===== config.mk =====
export PLATFORM = sky130hd
export DESIGN_NAME = pdm_cic_decim
export DESIGN_NICKNAME = d
export VERILOG_FILES = /design/src/rtl/pdm_cic_decim_pkg.sv /design/src/rtl/pdm_cic_decim_cic3_ch.sv /design/src/rtl/pdm_cic_decim.sv
export SDC_FILE = /design/constraint.sdc
export NUM_CORES = 1
export LEC_CHECK = 0
export BUFFER_PORTS_ARGS = -buffer_cell sky130_fd_sc_hd__buf_2
export CAP_MARGIN = 10
export CORE_MARGIN = 2
export CORE_UTILIZATION = 35
export CTS_CLUSTER_DIAMETER = 80
export DETAILED_ROUTE_END_ITERATION = 7
export PLACE_DENSITY = 0.6
export SLEW_MARGIN = 20
export SYNTH_ARGS = -nofsm -noshare
export SYNTH_HDL_FRONTEND = slang
export SYNTH_SLANG_ARGS = --single-unit

===== constraint.sdc =====
create_clock -name CK_i -period 20.9 [get_ports CK_i]
set_input_delay 4.18 -clock CK_i [delete_from_list [all_inputs] [get_ports CK_i]]
set_output_delay 4.18 -clock CK_i [all_outputs]
set_load 0.03 [all_outputs]

===== src/rtl/pdm_cic_decim_pkg.sv =====
// pdm_cic_decim_pkg: shared CIC order, width/shift formulas and warm-up state type
package pdm_cic_decim_pkg;
  localparam int C_CIC_ORDER = 3;
  typedef enum logic [1:0] {WARM0, WARM1, WARM2, RUN} cic_state_t;
  function automatic int cic_w(input int decim_log2);
    return C_CIC_ORDER * decim_log2 + 2;
  endfunction
  function automatic int cic_s(input int decim_log2, input int out_w);
    return C_CIC_ORDER * decim_log2 - (out_w - 1);
  endfunction
endpackage


===== src/rtl/pdm_cic_decim_cic3_ch.sv =====
// pdm_cic_decim_cic3_ch: one PDM channel of the 3rd-order CIC (integrators, combs, shift, saturation)
module pdm_cic_decim_cic3_ch
  import pdm_cic_decim_pkg::*;
#(
  parameter int C_DECIM_LOG2 = 6,
  parameter int C_OUT_W      = 16
) (
  input  logic                      i_clk,
  input  logic                      i_rst,
  input  logic                      i_ee,
  input  logic                      i_pdm,
  input  logic                      i_ld,
  input  logic [2:0]                i_en,
  input  logic                      i_upd,
  output logic signed [C_OUT_W-1:0] o_pcm,
  output logic                      o_sat
);
  localparam int W = cic_w(C_DECIM_LOG2);
  localparam int S = cic_s(C_DECIM_LOG2, C_OUT_W);
  localparam logic signed [W-1:0] P_MAX = W'((2 ** (C_OUT_W - 1)) - 1);
  localparam logic signed [W-1:0] P_MIN = -P_MAX - W'(1);
  logic signed [W-1:0] r_i1, r_i2, r_i3, r_s0, r_c1, r_c2, r_c3, r_d1, r_d2, r_d3;
  logic signed [W-1:0] w_x, w_i1, w_i2, w_i3, w_sh;
  logic                w_clip;
  // integrators chain combinationally so r_i3 after the update is the post-update sum
  always_comb begin
    w_x    = i_pdm ? W'(1) : '1;
    w_i1   = r_i1 + w_x;
    w_i2   = r_i2 + w_i1;
    w_i3   = r_i3 + w_i2;
    w_sh   = r_c3 >>> S;
    w_clip = (w_sh > P_MAX) || (w_sh < P_MIN);
  end
  always_ff @(posedge i_clk or posedge i_rst) begin
    if (i_rst) begin
      r_i1  <= '0;
      r_i2  <= '0;
      r_i3  <= '0;
      r_s0  <= '0;
      r_c1  <= '0;
      r_c2  <= '0;
      r_c3  <= '0;
      r_d1  <= '0;
      r_d2  <= '0;
      r_d3  <= '0;
      o_pcm <= '0;
      o_sat <= 1'b0;
    end else begin
      if (i_ee) begin
        r_i1 <= w_i1;
        r_i2 <= w_i2;
        r_i3 <= w_i3;
      end
      if (i_ld) r_s0 <= w_i3;
      if (i_en[0]) begin
        r_c1 <= r_s0 - r_d1;
        r_d1 <= r_s0;
      end
      if (i_en[1]) begin
        r_c2 <= r_c1 - r_d2;
        r_d2 <= r_c1;
      end
      if (i_en[2]) begin
        r_c3 <= r_c2 - r_d3;
        r_d3 <= r_c2;
      end
      if (i_upd) begin
        o_pcm <= w_clip ? (w_sh[W-1] ? P_MIN[C_OUT_W-1:0] : P_MAX[C_OUT_W-1:0]) : w_sh[C_OUT_W-1:0];
        o_sat <= w_clip;
      end
    end
  end
endmodule


===== src/rtl/pdm_cic_decim.sv =====
// pdm_cic_decim: dual-channel PDM to PCM CIC decimator with shared counter, warm-up FSM and valid pipeline
module pdm_cic_decim
  import pdm_cic_decim_pkg::*;
#(
  parameter int C_DECIM_LOG2 = 6,
  parameter int C_OUT_W      = 16
) (
  input  logic                      CK_i,
  input  logic                      ARST_i,
  input  logic                      EE_i,
  input  logic [1:0]                PDMs_i,
  output logic signed [C_OUT_W-1:0] PCM0_o,
  output logic signed [C_OUT_W-1:0] PCM1_o,
  output logic                      VLD_o,
  output logic [1:0]                SATs_o
);
  cic_state_t              r_state;
  logic [C_DECIM_LOG2-1:0] r_cnt;
  logic [2:0]              r_p;
  logic [3:0]              r_t;
  logic                    w_evt;
  logic signed [C_OUT_W-1:0] w_pcm [2];
  assign w_evt  = EE_i && (r_cnt == '1);
  assign PCM0_o = w_pcm[0];
  assign PCM1_o = w_pcm[1];
  // r_p steps the comb stages for every event; r_t carries only events taken in RUN
  always_ff @(posedge CK_i or posedge ARST_i) begin
    if (ARST_i) begin
      r_state <= WARM0;
      r_cnt   <= '0;
      r_p     <= '0;
      r_t     <= '0;
      VLD_o   <= 1'b0;
    end else begin
      if (EE_i) r_cnt <= r_cnt + 1'b1;
      if (w_evt) r_state <= (r_state == RUN) ? RUN : cic_state_t'(r_state + 2'd1);
      r_p   <= {r_p[1:0], w_evt};
      r_t   <= {r_t[2:0], w_evt && (r_state == RUN)};
      VLD_o <= r_t[3];
    end
  end
  for (genvar c = 0; c < 2; c++) begin : g_ch
    pdm_cic_decim_cic3_ch #(
      .C_DECIM_LOG2(C_DECIM_LOG2),
      .C_OUT_W     (C_OUT_W)
    ) u_ch (
      .i_clk(CK_i),
      .i_rst(ARST_i),
      .i_ee (EE_i),
      .i_pdm(PDMs_i[c]),
      .i_ld (w_evt),
      .i_en (r_p),
      .i_upd(r_t[3]),
      .o_pcm(w_pcm[c]),
      .o_sat(SATs_o[c])
    );
  end
endmodule


Yosys cells after proc, flatten, opt, wreduce, memory -nomap -nowiden
Index checks and enable logic that the tools add are counted.

Flip-flop bits (word level): 450. Input port bits: 5. Output and inout bits: 35.

$add $sub $neg: 14. Order comparisons: 4. Eq/ne operators: 2. Multiplexer cells: 7. Reduce and logical (&&, ||, !) cells: 4.

Operators by type and width (count): $add A20 B20 Y20 (6); $sub A20 B20 Y20 (6); $mux W16 (4); $mux W20 (2); $gt A17 B16 Y1 const B (2); $lt A17 B16 Y1 const B (2); $add A6 B1 Y6 const B (1); $eq A6 B6 Y1 const B (1); $add A2 B1 Y2 const B (1); $eq A2 B2 Y1 const B (1); $logic_and A1 B1 Y1 (2); $logic_or A1 B1 Y1 (2); $mux W2 (1).

Longest topological paths before layout
Gate-level depths: netlist of run 1.

Word-level depth: 4. Gate-level depth with buffers: 27.

Modules after synthesis
A second synthesis of run 1 with hierarchy kept.

Cells, all modules: 2693. Area total of the unflattened synthesis: 26979.6 µm².

Modules (own cells, without submodules): pdm_cic_decim_cic3_ch (g_ch[0].u_ch) (instances 1, cells an instance 1370, area an instance 13516.7 µm², seq. area each 5355.1 µm²); pdm_cic_decim_cic3_ch (g_ch[1].u_ch) (instances 1, cells an instance 1288, area an instance 12911.1 µm², seq. area each 5355.1 µm²); pdm_cic_decim (instances 1, cells an instance 35, area an instance 551.8 µm², seq. area each 400.4 µm²).

Least setup slack after synthesis of run 1
No wires, ideal clock.

Kind: input to register. Start point: in PDMs_i[0]. End point: reg g_ch[0].u_ch.r_s0[19]. Data arrival time: 9405 ps. Data required time: 20775 ps. Path slack: 11370 ps. Stages on the path: 26. Buffers on the path: 0. Cells stage by stage: inv_1 -> ha_1 -> nor2b_1 -> o21ai_0 -> a21oi_1 -> o211ai_1 -> a21oi_1 -> nor3_1 -> o21bai_1 -> a21oi_1 -> xnor2_1 -> ha_1 -> a2111o_1 -> a211oi_1 -> o31ai_1 -> nand2_1 -> nand2b_1 -> a21oi_1 -> xnor2_1 -> ha_1 -> o21a_1 -> o21ai_0 -> or4b_1 -> and2_1 -> xnor3_1 -> mux2_4.

Longest elaborated chain between the ends: 4.

RTL lines: start: declaration (line pdm_cic_decim.sv:11) `input logic [1:0] PDMs_i,`; $mux W20 (line pdm_cic_decim_cic3_ch.sv:27) `w_x = i_pdm ? W'(1) : '1;`; $add A20 B20 Y20 (line pdm_cic_decim_cic3_ch.sv:28) `w_i1 = r_i1 + w_x;`; via g_ch[0].u_ch.w_i1[12] (line pdm_cic_decim_cic3_ch.sv:23) `logic signed [W-1:0] w_x, w_i1, w_i2, w_i3, w_sh;`; $add A20 B20 Y20 (line pdm_cic_decim_cic3_ch.sv:29) `w_i2 = r_i2 + w_i1;`; via g_ch[0].u_ch.w_i2[17] (line pdm_cic_decim_cic3_ch.sv:23); $add A20 B20 Y20 (line pdm_cic_decim_cic3_ch.sv:30) `w_i3 = r_i3 + w_i2;`; end signal: assignment (line pdm_cic_decim_cic3_ch.sv:54) `if (i_ld) r_s0 <= w_i3;`; end: declaration (line pdm_cic_decim_cic3_ch.sv:22) `logic signed [W-1:0] r_i1, r_i2, r_i3, r_s0, r_c1, r_c2, r_c3, r_d1, r_d2, r_d3;`.

The timed path passes the listed nets, and every way through them passes these cells. A chain may end at the register's enable or synchronous reset.

Worst setup path after layout of run 1
Ends and elaborated chain as after synthesis.

==> results of run 1 <==
-- cells in the mapped netlist, types with 6 or more instances --
cell type / number
sky130_fd_sc_hd__ha_1: 232
sky130_fd_sc_hd__mux2_2: 240
sky130_fd_sc_hd__a31oi_1: 25
sky130_fd_sc_hd__or2_2: 7
sky130_fd_sc_hd__o31ai_1: 20
sky130_fd_sc_hd__fa_1: 10
sky130_fd_sc_hd__a21o_1: 75
sky130_fd_sc_hd__dfrtp_1: 444
sky130_fd_sc_hd__nand3_1: 37
sky130_fd_sc_hd__o21ai_0: 199
sky130_fd_sc_hd__a211oi_1: 24
sky130_fd_sc_hd__nand2b_1: 15
sky130_fd_sc_hd__xor2_1: 47
sky130_fd_sc_hd__a41oi_1: 6
sky130_fd_sc_hd__buf_1: 6
sky130_fd_sc_hd__maj3_1: 15
sky130_fd_sc_hd__and3_1: 19
sky130_fd_sc_hd__and2_1: 7
sky130_fd_sc_hd__o21bai_1: 19
sky130_fd_sc_hd__nand2_1: 196
sky130_fd_sc_hd__nor2_1: 135
sky130_fd_sc_hd__o21a_1: 26
sky130_fd_sc_hd__nand3b_1: 8
sky130_fd_sc_hd__nor3_1: 44
sky130_fd_sc_hd__nand4_1: 12
sky130_fd_sc_hd__clkbuf_1: 68
sky130_fd_sc_hd__inv_1: 213
sky130_fd_sc_hd__a21boi_0: 9
sky130_fd_sc_hd__a31o_2: 8
sky130_fd_sc_hd__a21oi_1: 156
sky130_fd_sc_hd__o211ai_1: 20
sky130_fd_sc_hd__or3_1: 20
sky130_fd_sc_hd__nor2b_1: 27
sky130_fd_sc_hd__a311oi_1: 6
sky130_fd_sc_hd__xnor2_1: 152
-- path summary, 6_finish.rpt --
path / start / to / slack, ns / cells past startpoint
worst max-delay path: PDMs_i[0] / g_ch[0].u_ch.r_s0[19] / 11.06 / 27
worst min-delay path: r_t[0] / r_t[1] / 0.35 / 0
worst max register to register: g_ch[0].u_ch.r_i1[0] / g_ch[0].u_ch.r_s0[19] / 14.94 / 26
worst min register to register: r_t[0] / r_t[1] / 0.35 / 0
max in group asynchronous: ARST_i / g_ch[1].u_ch.r_i1[7] / 15.17 / 4
min in group asynchronous: ARST_i / g_ch[0].u_ch.r_d2[13] / 3.70 / 2
-- state kept, by name (all words and copies together), names as in the netlist --
signal           cells
r_t                  4
g_ch.u_ch.r_c3      34
g_ch.u_ch.r_c1      40
g_ch.u_ch.r_c2      40
g_ch.u_ch.o_pcm     32
g_ch.u_ch.o_sat      2
VLD_o                1
r_state              2
g_ch.u_ch.r_d3      40
g_ch.u_ch.r_i2      40
g_ch.u_ch.r_d2      40
r_cnt                6
g_ch.u_ch.r_i3      40
g_ch.u_ch.r_i1      40
g_ch.u_ch.r_s0      40
r_p                  3
g_ch.u_ch.r_d1      40
-- cell families (layout without fill, tap and decap cells) --
| kind of cell | Yosys count | in the layout |
|---|---|---|
| adder cells (fa/ha/maj) | 257 | 257 |
| AND/OR/NAND/NOR | 539 | 539 |
| AO/OA/AOI/OAI | 633 | 633 |
| buffers and inverters | 291 | 353 |
| flip-flops | 444 | 444 |
| multiplexers | 246 | 246 |
| XOR/XNOR | 203 | 203 |
-- critical path, cell delays in order --
cell and delay [ns]:
sky130_fd_sc_hd__buf_2 0.14, sky130_fd_sc_hd__inv_1 0.50, sky130_fd_sc_hd__ha_1 0.39, sky130_fd_sc_hd__nor2b_1 0.14, sky130_fd_sc_hd__o21ai_0 0.21, sky130_fd_sc_hd__a21oi_1 0.16, sky130_fd_sc_hd__o211ai_1 0.21, sky130_fd_sc_hd__a21oi_1 0.12
sky130_fd_sc_hd__nor3_1 0.35, sky130_fd_sc_hd__o21bai_1 0.11, sky130_fd_sc_hd__a21oi_1 0.18, sky130_fd_sc_hd__xnor2_1 0.22, sky130_fd_sc_hd__ha_1 0.31, sky130_fd_sc_hd__a2111o_1 0.40, sky130_fd_sc_hd__a211oi_1 0.29, sky130_fd_sc_hd__o31ai_1 0.19
sky130_fd_sc_hd__nand2_1 0.14, sky130_fd_sc_hd__nand2b_1 0.06, sky130_fd_sc_hd__a21oi_1 0.17, sky130_fd_sc_hd__xnor2_1 0.16, sky130_fd_sc_hd__ha_1 0.30, sky130_fd_sc_hd__o21a_1 0.21, sky130_fd_sc_hd__o21ai_0 0.12, sky130_fd_sc_hd__or4b_1 0.48
sky130_fd_sc_hd__and2_1 0.17, sky130_fd_sc_hd__xnor3_1 0.17, sky130_fd_sc_hd__mux2_4 0.26
-- layout make-up --
cell class                 count  area [sq um]
timing repair buffer          48           278
tap                          969          1210
multi-input combinational   1878         14300
clock inverter                26           378
inverter                     214           811
sequential                   444         11100
clock buffer                  65          1400
fill                        7266         45200
-- metrics by stage --
stage               hold WS, ns  area [sq um]
finish                    0.349         29500
floorplan                 0.331         26500
global route              0.354         29500
global placement          0.334         27700
CTS                       0.349         29500
detailed placement        0.355         27700
-- cells in the final DEF, fill, tap and decap left out, drive strengths merged, types with 8 or more instances in the layout --
cell / instances
dfrtp: 444
mux2: 241
ha: 232
inv: 215
o21ai: 204
nand2: 196
a21oi: 156
xnor2: 153
nor2: 135
a21o: 75
clkbuf: 65
buf: 48
xor2: 47
nor3: 44
nand3: 37
nor2b: 27
o21a: 26
a31oi: 26
a211oi: 25
o31ai: 20
or3: 20
o211ai: 20
and3: 20
o21bai: 19
maj3: 15
nand2b: 15
clkinv: 14
nand4: 12
fa: 10
a21boi: 9
a31o: 9
nand3b: 8
-- layer usage --
metal	vias up	global-route usage
met4	0	0.0328
met2	145	0.191
met5	-	0
met3	64	0.0188
li1	9262	-
met1	8248	0.185
==> impl_metrics.sql, run 1 <==
INSERT INTO impl_metrics (metric_group, metric, value, unit) VALUES
('floorplan', 'io-pin-count', '40', ''),
('synth', 'synthesis.instances', '2613', ''),
('clock_tree', 'cts-hold-fix-buffers', '0', ''),
('timing', 'max_slew_margin', '0.374', ''),
('clock_tree', 'number_of_clock_sinks', '444', ''),
('synth', 'synth-seq-area-share', '0.420', ''),
('synth', 'top_reg_cell_synth', 'sky130_fd_sc_hd__dfrtp_1', ''),
('drt', 'dr.pass1.iters', '5', ''),
('timing', 'worst_slack_setup_final', '11.06', 'ns'),
('floorplan', 'die-height', '279', 'um'),
('drt', 'routed_wire_length_per_instance', '13.0', 'um'),
('drt', 'detailroute.wirelength.met3', '1340', 'um'),
('grt', 'grt_start_max_net_pins', '169', ''),
('floorplan', 'placementRows', '100', ''),
('drt', 'topRoutingLayerUsed', 'met4', ''),
('synth', 'yosys_warnings', '0', ''),
('drt', 'dr_wl_met2', '19700', 'um'),
('placed_design', 'post-dp-hpwl', '33500', 'um'),
('timing', 'final_layout_setup_total_negative_slack', '0', 'ns'),
('clock_tree', 'tritoncts.num_buffers', '49', ''),
('placed_design', 'pre_cts_ws', '10.48', 'ns'),
('placed_design', 'buffer_ports.inserted', '39', ''),
('synth', 'synth_xor_xnor_area_share', '0.0695', ''),
('finish', 'num-nets-final', '2882', ''),
('synth', 'synth_adder_area_share', '0.123', ''),
('timing', 'unrepaired_setup_endpoints_after_global_routing', 'false', ''),
('clock_tree', 'clk_latency', '0.61', 'ns'),
('grt', 'grt_overflow_total', '0', ''),
('clock_tree', 'cts_tree', 'built', ''),
('placed_design', 'post-place-cells', '3553', ''),
('floorplan', 'floorplan.die.width', '279', 'um'),
('synth', 'post-synth-top-area-fraction', '0.420', ''),
('synth', 'post_synth_and_or_nand_nor_area_fraction', '0.0934', ''),
('hold_path', 'timing.hold.worst.class', 'reg2reg', ''),
('timing', 'maxSlewViolCount', '0', ''),
('critical_path', 'worstSetupEndpointType', 'flop', ''),
('synth', 'synth_top_family_by_area', 'compound AO/OA/AOI/OAI gates', ''),
('grt', 'grt_pass1_vias', '17200', ''),
('grt', 'first_pass_grt_wire_length', '84000', 'um'),
('finish', 'fin_util', '0.394', ''),
('synth', 'synth-edff-count', '0', ''),
('finish', 'antenna_cells', '0', ''),
('synth', 'netlist_area', '0.0265', 'sq mm'),
('run_status', 'run_status', 'finished, final reports clean', ''),
('timing', 'finalCritPeriodShare', '0.471', ''),
('clock_tree', 'ctsLongestPathBuffers', '3', ''),
('timing', 'final.min_clock_period', '9.84', 'ns'),
('finish', 'layout.cells.non_filler', '3644', ''),
('synth', 'synth_nets', '2860', ''),
('clock_tree', 'clkSlewWorstSetupHoldPaths', '0.06', 'ns'),
('finish', 'areaGrowthSynthToFinish', '11.3', '%'),
('timing', 'setup_viol', '0', ''),
('clock_tree', 'cts_repair_resize_count', '0', ''),
('drt', 'via_per_inst', '4.86', ''),
('finish', 'drive_gt1_frac', '0.152', ''),
('critical_path', 'worstSetupStartpointType', 'input pin', ''),
('floorplan', 'die-area', '0.0779', 'sq mm'),
('placed_design', 'weighted_congestion_reported_at_the_end_of_routability_driven_placement', '0.771', ''),
('floorplan', 'placeableCoreArea', '0.0747', 'sq mm'),
('synth', 'synth.avg_cell_area', '10.1', 'sq um'),
('drt', 'dr_total_vias', '17700', ''),
('drt', 'route.detailed.drc', '0', ''),
('timing', 'report.final.hold_viol_count', '0', ''),
('drt', 'drt-initial-drc-count', '923', ''),
('synth', 'ys_types', '75', ''),
('flow_run', 'max-cap-violations', '0', ''),
('synth', 'synth_top_cell_by_area', 'sky130_fd_sc_hd__dfrtp_1', ''),
('critical_path', 'req_time_crit_path', '21.39', 'ns'),
('critical_path', 'timing.critical_path.fanout_max', '18', ''),
('synth', 'synth-compound-area-share', '0.148', ''),
('synth', 'yosys-top-cells-area', 'sky130_fd_sc_hd__dfrtp_1, sky130_fd_sc_hd__ha_1, sky130_fd_sc_hd__mux2_2', '');
Power of run 1 is not shown: default switching activity piles up to over one toggle a cycle in this logic, so the estimate is an artifact.
==> inputs of run 2 (changes only) <==
==> constraint.sdc (replaced) <==
create_clock -name CK_i -period 9.2 [get_ports CK_i]
set_input_delay 1.84 -clock CK_i [delete_from_list [all_inputs] [get_ports CK_i]]
set_output_delay 1.84 -clock CK_i [all_outputs]
set_load 0.03 [all_outputs]
==> impl_metrics.sql, run 2 (synthesis gave the netlist of run 1 again) <==
INSERT INTO impl_metrics (metric_group, metric, value, unit) VALUES
('run_status', 'run_status', 'finished, final reports clean', ''),
('finish', 'drive_gt1_frac', '0.150', ''),
('finish', 'fin_util', '0.393', ''),
('grt', 'grt_util_all_layers', '0.124', ''),
('hold_path', 'hold_path_startpoint', 'r_t[2]', ''),
('clock_tree', 'cts_repair_resize_count', '0', ''),
('critical_path', 'r2r_cells', '26', ''),
('drt', 'dr.pass1.iters', '4', ''),
('grt', 'antenna_found_initial', '0', ''),
('clock_tree', 'clk_latency', '0.59', 'ns'),
('clock_tree', 'ctsLongestPathBuffers', '3', ''),
('drt', 'dr_total_vias', '17700', ''),
('finish', 'antenna_cells', '0', ''),
('critical_path', 'timing.critical_path.fanout_max', '18', ''),
('timing', 'final_layout_setup_total_negative_slack', '0', 'ns'),
('critical_path', 'worst_path_class_setup', 'in2reg', ''),
('drt', 'antenna_violating_nets_post_route', '0', ''),
('placed_design', 'buffer_ports.inserted', '39', ''),
('critical_path', 'critical_path.reg2reg.startpoint', 'g_ch[0].u_ch.r_i1[0]', ''),
('flow_run', 'max-cap-violations', '0', ''),
('floorplan', 'placementRows', '100', ''),
('floorplan', 'floorplan.die.width', '279', 'um'),
('finish', 'n_fill_cell', '7291', ''),
('drt', 'postRouteWirelength', '46700', 'um'),
('finish', 'final_cell_mix', 'sky130_fd_sc_hd__dfrtp_1, sky130_fd_sc_hd__mux2_2, sky130_fd_sc_hd__ha_1', ''),
('grt', 'grt_pass1_vias', '16900', ''),
('placed_design', 'post-dp-hpwl', '33000', 'um'),
('timing', 'report.final.hold_viol_count', '0', ''),
('timing', 'finalCritPeriodShare', '0.807', ''),
('floorplan', 'die-height', '279', 'um'),
('grt', 'grt_start_max_net_pins', '148', ''),
('timing', 'setup_viol', '0', ''),
('clock_tree', 'clkSlewWorstSetupHoldPaths', '0.06', 'ns'),
('critical_path', 'reg2reg_setup_slack', '3.25', 'ns'),
('clock_tree', 'cts-hold-fix-buffers', '0', ''),
('critical_path', 'worstSetupStartpointType', 'input pin', ''),
('timing', 'maxSlewViolCount', '0', ''),
('critical_path', 'critical_path_arrival', '7.90', 'ns'),
('placed_design', 'weighted_congestion_reported_at_the_end_of_routability_driven_placement', '0.787', ''),
('hold_path', 'timing.hold.worst.class', 'reg2reg', ''),
('floorplan', 'die-area', '0.0779', 'sq mm'),
('drt', 'route.detailed.drc', '0', ''),
('floorplan', 'placeableCoreArea', '0.0747', 'sq mm'),
('critical_path', 'capture_instance_of_the_worst_register_to_register_path', 'g_ch[0].u_ch.r_s0[19]', ''),
('grt', 'first_pass_grt_wire_length', '83100', 'um'),
('clock_tree', 'cts_root_buf', 'sky130_fd_sc_hd__clkbuf_16', ''),
('grt', 'grt_overflow_total', '0', ''),
('clock_tree', 'number_of_clock_sinks', '444', ''),
('clock_tree', 'htree_levels', '2', ''),
('timing', 'unrepaired_setup_endpoints_after_global_routing', 'false', ''),
('drt', 'via_per_inst', '4.85', ''),
('clock_tree', 'tritoncts.num_buffers', '50', ''),
('drt', 'routed_wire_length_per_instance', '12.8', 'um'),
('timing', 'max_freq', '135', 'MHz'),
('timing', 'final.min_clock_period', '7.42', 'ns'),
('drt', 'drt-initial-drc-count', '797', ''),
('clock_tree', 'cts_setup_buffers', '0', ''),
('floorplan', 'start_util', '0.354', ''),
('hold_path', 'min_path_cells', '0', ''),
('finish', 'areaGrowthSynthToFinish', '10.8', '%'),
('floorplan', 'io-pin-count', '40', ''),
('clock_tree', 'cts_tree', 'built', ''),
('critical_path', 'worstSetupEndpointType', 'flop', ''),
('timing', 'fin_worst_skew', '0.0254', 'ns'),
('hold_path', 'min_delay_worst_endpoint', 'r_t[3]', ''),
('critical_path', 'req_time_crit_path', '9.68', 'ns'),
('timing', 'max_slew_margin', '0.297', ''),
('finish', 'num-nets-final', '2884', ''),
('finish', 'layout.cells.most_common', 'sky130_fd_sc_hd__dfrtp_1', ''),
('timing', 'max_slew.worst_pin.slew', '1.05', 'ns');
run 2: worst max-delay path by stage:
stage,startpoint,endpoint,slack [ns]
2_1_floorplan,ARST_i,VLD_o,1.36
3_3_place_gp,PDMs_i[0],g_ch[0].u_ch.r_s0[19],1.26
3_5_place_dp,PDMs_i[0],g_ch[0].u_ch.r_s0[19],1.16
4_1_cts,PDMs_i[0],g_ch[0].u_ch.r_s0[19],1.79
5_1_grt,PDMs_i[0],g_ch[0].u_ch.r_s0[19],1.17
6_report,PDMs_i[0],g_ch[0].u_ch.r_s0[19],1.78
run 2: through the flow:
step           setup slack (ns)  hold slack (ns)  instances  instance area (sq um)
3_5_place_dp               1.16            0.335       3554                  27700
6_report                   1.78            0.347       3643                  29300
4_1_cts                    1.79            0.348       3643                  29300
3_3_place_gp               1.26            0.334       3554                  27700
5_1_grt                    1.17            0.358       3643                  29300
2_1_floorplan              1.36            0.331       2613                  26500
run 2: critical path, cell delays in order:
cell and delay (ns):
sky130_fd_sc_hd__buf_2 0.13, sky130_fd_sc_hd__inv_1 0.50, sky130_fd_sc_hd__ha_1 0.38, sky130_fd_sc_hd__nor2b_1 0.15, sky130_fd_sc_hd__o21ai_0 0.19, sky130_fd_sc_hd__a21oi_1 0.14, sky130_fd_sc_hd__o211ai_1 0.23, sky130_fd_sc_hd__a21oi_1 0.13
sky130_fd_sc_hd__nor3_1 0.30, sky130_fd_sc_hd__o21bai_1 0.10, sky130_fd_sc_hd__a21oi_1 0.18, sky130_fd_sc_hd__xnor2_1 0.20, sky130_fd_sc_hd__ha_1 0.30, sky130_fd_sc_hd__a2111o_1 0.41, sky130_fd_sc_hd__a211oi_1 0.29, sky130_fd_sc_hd__o31ai_1 0.17
sky130_fd_sc_hd__nand2_1 0.12, sky130_fd_sc_hd__nand2b_1 0.06, sky130_fd_sc_hd__a21oi_1 0.19, sky130_fd_sc_hd__xnor2_1 0.16, sky130_fd_sc_hd__ha_1 0.31, sky130_fd_sc_hd__o21a_1 0.21, sky130_fd_sc_hd__o21ai_0 0.12, sky130_fd_sc_hd__or4b_1 0.48
sky130_fd_sc_hd__and2_1 0.17, sky130_fd_sc_hd__xnor3_1 0.18, sky130_fd_sc_hd__mux2_4 0.26
run 2: final cells by class:
type                       instances  area [sq um]  area share
tap                              969          1210      0.0413
timing repair buffer              49           302      0.0103
multi-input combinational       1878         14300       0.486
sequential                       444         11100       0.379
clock buffer                      65          1380      0.0470
clock inverter                    24           246     0.00840
inverter                         214           807      0.0275
run 2: metal layers:
layer	GRT usage	wire, um	up-vias
li1	-	-	9287
met1	0.186	25600	8173
met2	0.183	19000	144
met3	0.0228	1350	60
met4	0.0269	814	0
met5	0	0	-
Power of run 2 is left out for the same reason.
==> inputs of run 3 (changes only) <==
==> constraint.sdc (replaced) <==
create_clock -name CK_i -period 7.6 [get_ports CK_i]
set_input_delay 1.52 -clock CK_i [delete_from_list [all_inputs] [get_ports CK_i]]
set_output_delay 1.52 -clock CK_i [all_outputs]
set_load 0.03 [all_outputs]
==> impl_metrics.sql, run 3 (synthesis gave the netlist of run 1 again) <==
INSERT INTO impl_metrics (metric_group, metric, value, unit) VALUES
('run_status', 'run_status', 'finished, final reports clean', ''),
('critical_path', 'req_time_crit_path', '8.06', 'ns'),
('drt', 'via_per_inst', '4.82', ''),
('floorplan', 'placementRows', '100', ''),
('clock_tree', 'cts_tree', 'built', ''),
('placed_design', 'weighted_congestion_reported_at_the_end_of_routability_driven_placement', '0.801', ''),
('floorplan', 'floorplan.die.width', '279', 'um'),
('critical_path', 'reg2reg_setup_slack', '1.72', 'ns'),
('placed_design', 'post-dp-hpwl', '32700', 'um'),
('critical_path', 'critical_path.reg2reg.startpoint', 'g_ch[0].u_ch.r_i1[0]', ''),
('drt', 'dr.pass1.iters', '4', ''),
('critical_path', 'timing.critical_path.fanout_max', '4', ''),
('floorplan', 'die-area', '0.0779', 'sq mm'),
('clock_tree', 'clk_latency', '0.58', 'ns'),
('timing', 'unrepaired_setup_endpoints_after_global_routing', 'false', ''),
('critical_path', 'path_common_cell', 'sky130_fd_sc_hd__a21oi_1', ''),
('hold_path', 'min_path_cells', '0', ''),
('timing', 'setup_viol', '0', ''),
('critical_path', 'critical_path.n_buffers_inverters', '2', ''),
('critical_path', 'critical_path_arrival', '7.10', 'ns'),
('critical_path', 'r2r_cells', '26', ''),
('finish', 'num-nets-final', '2886', ''),
('grt', 'first_pass_grt_wire_length', '82700', 'um'),
('finish', 'final_cell_mix', 'sky130_fd_sc_hd__dfrtp_1, sky130_fd_sc_hd__mux2_2, sky130_fd_sc_hd__ha_1', ''),
('grt', 'grt_start_max_net_pins', '174', ''),
('finish', 'n_fill_cell', '7308', ''),
('floorplan', 'placeableCoreArea', '0.0747', 'sq mm'),
('finish', 'areaGrowthSynthToFinish', '11.2', '%'),
('grt', 'antenna_found_initial', '0', ''),
('clock_tree', 'ctsLongestPathBuffers', '3', ''),
('finish', 'drive_gt1_frac', '0.153', ''),
('grt', 'grt_overflow_total', '0', ''),
('clock_tree', 'cts-hold-fix-buffers', '0', ''),
('placed_design', 'buffer_ports.inserted', '39', ''),
('clock_tree', 'htree_levels', '2', ''),
('timing', 'max_slew_margin', '0.315', ''),
('clock_tree', 'clkSlewWorstSetupHoldPaths', '0.06', 'ns'),
('clock_tree', 'tritoncts.num_buffers', '51', ''),
('timing', 'fin_worst_skew', '0.0149', 'ns'),
('critical_path', 'crit_path_max_incr_delay', '0.48', 'ns'),
('hold_path', 'min_delay_worst_endpoint', 'r_t[3]', ''),
('finish', 'layout.cells.most_common', 'sky130_fd_sc_hd__dfrtp_1', ''),
('timing', 'hold_ws', '0.348', 'ns'),
('finish', 'antenna_cells', '0', ''),
('timing', 'max_slew.worst_pin.slew', '1.03', 'ns'),
('floorplan', 'die-height', '279', 'um'),
('timing', 'maxSlewViolCount', '0', ''),
('grt', 'grt_util_all_layers', '0.123', ''),
('finish', 'multi_input_area', '0.0143', 'sq mm'),
('critical_path', 'worstSetupEndpointType', 'flop', ''),
('clock_tree', 'number_of_clock_sinks', '444', ''),
('timing', 'final_layout_setup_total_negative_slack', '0', 'ns'),
('hold_path', 'timing.hold.worst.class', 'reg2reg', ''),
('drt', 'antenna_violating_nets_post_route', '0', ''),
('grt', 'grt_pass1_vias', '16900', ''),
('finish', 'final-seq-area', '0.0111', 'sq mm'),
('floorplan', 'io-pin-count', '40', ''),
('critical_path', 'capture_instance_of_the_worst_register_to_register_path', 'g_ch[0].u_ch.r_s0[19]', ''),
('timing', 'report.final.hold_viol_count', '0', ''),
('clock_tree', 'cts_repair_resize_count', '0', ''),
('critical_path', 'worst_path_class_setup', 'in2reg', ''),
('critical_path', 'worstSetupStartpointType', 'input pin', ''),
('drt', 'dr_total_vias', '17600', ''),
('drt', 'routed_wire_length_per_instance', '12.8', 'um'),
('floorplan', 'start_util', '0.354', ''),
('drt', 'postRouteWirelength', '46800', 'um'),
('drt', 'drt-initial-drc-count', '718', ''),
('clock_tree', 'cts_setup_buffers', '0', ''),
('clock_tree', 'cts_root_buf', 'sky130_fd_sc_hd__clkbuf_16', ''),
('critical_path', 'slowest_stage', 'sky130_fd_sc_hd__or4b_1', ''),
('hold_path', 'hold_path_startpoint', 'r_t[2]', ''),
('drt', 'route.detailed.drc', '0', ''),
('timing', 'max_freq', '151', 'MHz'),
('timing', 'final.min_clock_period', '6.64', 'ns'),
('timing', 'finalCritPeriodShare', '0.873', ''),
('critical_path', 'critical-path-top-delay-family', 'compound AO/OA/AOI/OAI gates', ''),
('flow_run', 'max-cap-violations', '0', '');
run 3: final cells by class:
cell class	instances	share of cell area
Sequential cell	444	0.378
Clock inverter	30	0.0116
Inverter	214	0.0274
Clock buffer	62	0.0475
Tap cell	969	0.0412
Multi-Input combinational cell	1878	0.484
Timing Repair Buffer	50	0.0104
run 3: worst max path at each step:
| stage | cells after the start | end | startpoint |
|---|---|---|---|
| after floorplan | 1 | VLD_o | ARST_i |
| after global placement | 27 | g_ch[0].u_ch.r_s0[19] | PDMs_i[0] |
| after detailed placement | 27 | g_ch[0].u_ch.r_s0[19] | PDMs_i[0] |
| after CTS | 27 | g_ch[0].u_ch.r_s0[19] | PDMs_i[0] |
| after global routing | 27 | g_ch[0].u_ch.r_s0[19] | PDMs_i[0] |
| final | 27 | g_ch[0].u_ch.r_s0[19] | PDMs_i[0] |
run 3: per-stage QoR:
step                setup slack (ns)  area, sq um   util  std cells
floorplan                     0.0788        26500      -       2613
global placement               0.482        27700  0.371       3555
detailed placement             0.384        27700  0.371       3555
CTS                            0.987        29500  0.394       3647
global route                   0.476        29500  0.394       3647
finish                         0.965        29500  0.394       3647
run 3: layer usage:
| layer | up-vias | track usage | wire length (um) |
|---|---|---|---|
| li1 | 9275 | - | - |
| met1 | 8115 | 0.185 | 25700 |
| met2 | 133 | 0.183 | 19100 |
| met3 | 60 | 0.0193 | 1190 |
| met4 | 0 | 0.0310 | 911 |
| met5 | - | 0 | 0 |
Power of run 3 is left out for the same reason.
